File: src/rtl/i2c_bus_sampler.sv
// Synchronizes SCL/SDA into clk and produces registered edge, START and STOP strobes.
module i2c_bus_sampler #(
  parameter int unsigned SYNC_STAGES = 2
) (
  input  logic clk,
  input  logic rst,
  input  logic scl_i,
  input  logic sda_i,
  output logic scl_rise_o,
  output logic scl_fall_o,
  output logic start_det_o,
  output logic stop_det_o,
  output logic sda_s_o
);

  logic [SYNC_STAGES-1:0] scl_sync_q;
  logic [SYNC_STAGES-1:0] sda_sync_q;
  logic                   scl_h_q;
  logic                   sda_h_q;
  logic                   scl_s;
  logic                   sda_s;

  assign scl_s = scl_sync_q[SYNC_STAGES-1];
  assign sda_s = sda_sync_q[SYNC_STAGES-1];

  // Synchronizer chain, one-flop history and aligned strobe registers (bus idles high).
  always_ff @(posedge clk or posedge rst) begin
    if (rst) begin
      scl_sync_q  <= '1;
      sda_sync_q  <= '1;
      scl_h_q     <= 1'b1;
      sda_h_q     <= 1'b1;
      scl_rise_o  <= 1'b0;
      scl_fall_o  <= 1'b0;
      start_det_o <= 1'b0;
      stop_det_o  <= 1'b0;
      sda_s_o     <= 1'b1;
    end else begin
      scl_sync_q  <= {scl_sync_q[SYNC_STAGES-2:0], scl_i};
      sda_sync_q  <= {sda_sync_q[SYNC_STAGES-2:0], sda_i};
      scl_h_q     <= scl_s;
      sda_h_q     <= sda_s;
      scl_rise_o  <= scl_s & ~scl_h_q;
      scl_fall_o  <= ~scl_s & scl_h_q;
      start_det_o <= scl_s & scl_h_q & sda_h_q & ~sda_s;
      stop_det_o  <= scl_s & scl_h_q & ~sda_h_q & sda_s;
      sda_s_o     <= sda_s;
    end
  end

endmodule

File: config.mk
export PLATFORM = sky130hd
export DESIGN_NAME = i2c_bus_sampler
export DESIGN_NICKNAME = d
export VERILOG_FILES = /design/src/rtl/i2c_bus_sampler.sv
export SDC_FILE = /design/constraint.sdc
export NUM_CORES = 1
export LEC_CHECK = 0
export ABC_CLOCK_PERIOD_IN_PS = 2800
export CAP_MARGIN = 20
export CORE_AREA = 2 2 39 41
export CTS_CLUSTER_SIZE = 16
export DETAILED_ROUTE_END_ITERATION = 10
export DIE_AREA = 0 0 41 43
export PLACE_DENSITY = 0.43
export SYNTH_ARGS = -nofsm -noshare
export SYNTH_HDL_FRONTEND = slang
export SYNTH_SLANG_ARGS = --single-unit
File: constraint.sdc
create_clock -name clk -period 2.8 [get_ports clk]
set_clock_uncertainty 0.15 [all_clocks]
set_input_delay 0.84 -clock clk [delete_from_list [all_inputs] [get_ports clk]]
set_output_delay 0.84 -clock clk [all_outputs]
set_load 0.02 [all_outputs]
==> results.yml <==
power_and_ir_drop:
  leakagePower_nw: 0.182
  power_density_nw_per_um2: 639
  vdd_drop_max_v: 0.000206
clocking:
  clock_latency_ns: 0.25
  cts.reportedPaths.clkPinSlew_ns: 0.06
  cts-root-buf: "clkbuf_4"
  cts_max_level: 1
  clock-sinks: 10
  post-cts-setup-buffers: 0
  cts_buffer_depth: 2
  holdBufCountCts: 0
  cts_buffers: 3
  cts_resized: 0
  cts_tree: "yes"
job:
  max-cap-violations: 0
logic_synthesis:
  netlist_instances: 15
  syn-num-nets: 19
  synth.area.top_cells: "dfstp_2 (54%), dfrtp_1 (34%), and4b_1 (6.8%)"
  yosysTopAreaCellShare_pct: 53.6
  synth.distinct_cells: 5
  syn-cell-area_um2: 294
  syn_avg_cell_area_um2: 19.6
  yosys_register_bits: 10
  synth_top_cell_by_area: "dfstp_2"
  seq_area_frac_synth_pct: 87.7
  ys_warn_count: 0
layout:
  final.fill_count: 136
  drive_above_1_share_pct: 34.6
  regArea_um2: 258
  design_area_um2: 417
  syn_to_final_growth_pct: 41.7
  multiInputGateArea_um2: 32.5
  nets: 32
  num_antenna_cells: 0
sta:
  worst_pin_slew_ns: 0.361
  setup_viol: 0
  worst_slack_ns: 0.436
  hold_slack_ns: 0.205
  final_max_slew_viol_count: 0
  timing.final.crit_share_pct: 84.4
  slew_headroom_pct: 75.9
  max_freq_mhz: 423
  fin_crit_ns: 2.36
  finalHoldViolations: 0
  rsz0062_at_grt: "false"
  fin_tns_setup_ns: 0
floorplanning:
  die_area_um2: 1760
  initial_core_util_pct: 21.2
  fp-row-count: 14
  die_h_um: 43
  core_um2: 1380
  die_w_um: 41
  ios: 9
setup_path:
  worst-path-buf-inv: 1
  worst_ep_required_time_ns: 1.81
  critical_path_arrival_ns: 1.37
  path_cells: "clkdlybuf4s50_1"
  slowest_delay_ns: 0.59
  cp_max_fo: 3
  cp-start-kind: "register"
  reg2reg_from: "sda_s_o"
  path_delay_family: "buffers and inverters"
  cp-startpoint: "sda_s_o"
  end_kind: "output port"
  worstSetupPathType: "reg2out"
  crit_path_top_delay_cell: "clkdlybuf4s50_1"
detailed_routing:
  wl_per_cell_um: 7.76
  firstDrtPassIters: 2
  drcViolationCount: 0
  via_per_inst: 3.64
  vias: 153
  drtAntennaViolNets: 0
  routed_wl_um: 326
  drt-initial-drc-count: 1
place:
  post_dp_cell_area_um2: 394
  place_ws_ns: 0.702
  port-buffer-count: 8
  gp_congestion: 0.583
global_routing:
  grt_pass1_wl_um: 524
  grt_antenna_before_repair: 0
  grt_pass1_vias: 137
  grt-ovfl-total: 0
  grt_max_degree: 11
  grt_util_all_layers_pct: 5.31
min_path:
  min_path_type: "reg2reg"
  worstHoldStart: "scl_sync_q[0]"
status:
  status: "finished, final reports clean"
placed cells by master (no fill, tap or decap):
cell type        n
clkdlybuf4s50_1  8
dfstp_2          6
dfrtp_1          4
clkbuf_4         3
and4b_1          2
nor2b_1          2
inv_1            1
synth_stat cells (all sizes together):
cell type / number
dfstp: 6
dfrtp: 4
and4b: 2
nor2b: 2
inv: 1
through the flow:
step                instances  power [mW]  util, %
finish                     42       0.266     30.1
CTS                        42       0.271     30.1
global placement           39       0.178     28.5
floorplan                  15       0.167        -
global route               42       0.284     30.1
detailed placement         39       0.179     28.5
final cells by class:
type,count,area share (%)
Sequential cell,10,61.9
Timing Repair Buffer,8,19.2
Multi-Input combinational cell,4,7.81
Clock buffer,3,5.41
Tap cell,16,4.80
Inverter,1,0.901
logic make-up after synthesis:
kind of cell           count (synthesis)  synth area share, %
buffers and inverters                  1                 1.28
DFF                                   10                 87.7
and+or+nand+nor                        4                 11.1
path summary, 6_finish.rpt:
kind	to	slack, ns	cells after the start
min in group asynchronous	scl_fall_o	0.70	2
max in group asynchronous	sda_sync_q[0]	1.49	2
worst max-delay path	sda_s_o	0.44	1
worst max register to register	stop_det_o	1.83	1
worst min-delay path	scl_sync_q[1]	0.21	0
worst min register to register	scl_sync_q[1]	0.21	0
sequential cells by signal, summed over array words and instances, names as in the netlist:
name / flops
start_det_o: 1
stop_det_o: 1
scl_fall_o: 1
sda_sync_q: 2
sda_s_o: 1
scl_rise_o: 1
scl_h_q: 1
scl_sync_q: 2
per-layer routing:
layer / global-route usage (%) / wire, µm / share of wire (%) / up-vias
li1: - / - / - / 72
met1: 6.10 / 152 / 47 / 73
met2: 5.00 / 136 / 42 / 8
met3: 4.71 / 37 / 11 / 0
met4: 6.00 / 0 / 0 / 0
met5: 0 / 0 / 0 / -
power breakdown:
| group | switching, mW | internal [mW] | leakage (nW) |
|---|---|---|---|
| combinational | 0.00822 | 0.0100 | 0.0515 |
| sequential | 0.00303 | 0.155 | 0.116 |
| clock | 0.0410 | 0.0492 | 0.0138 |
No activity file was read; power rests on OpenSTA's default activity.
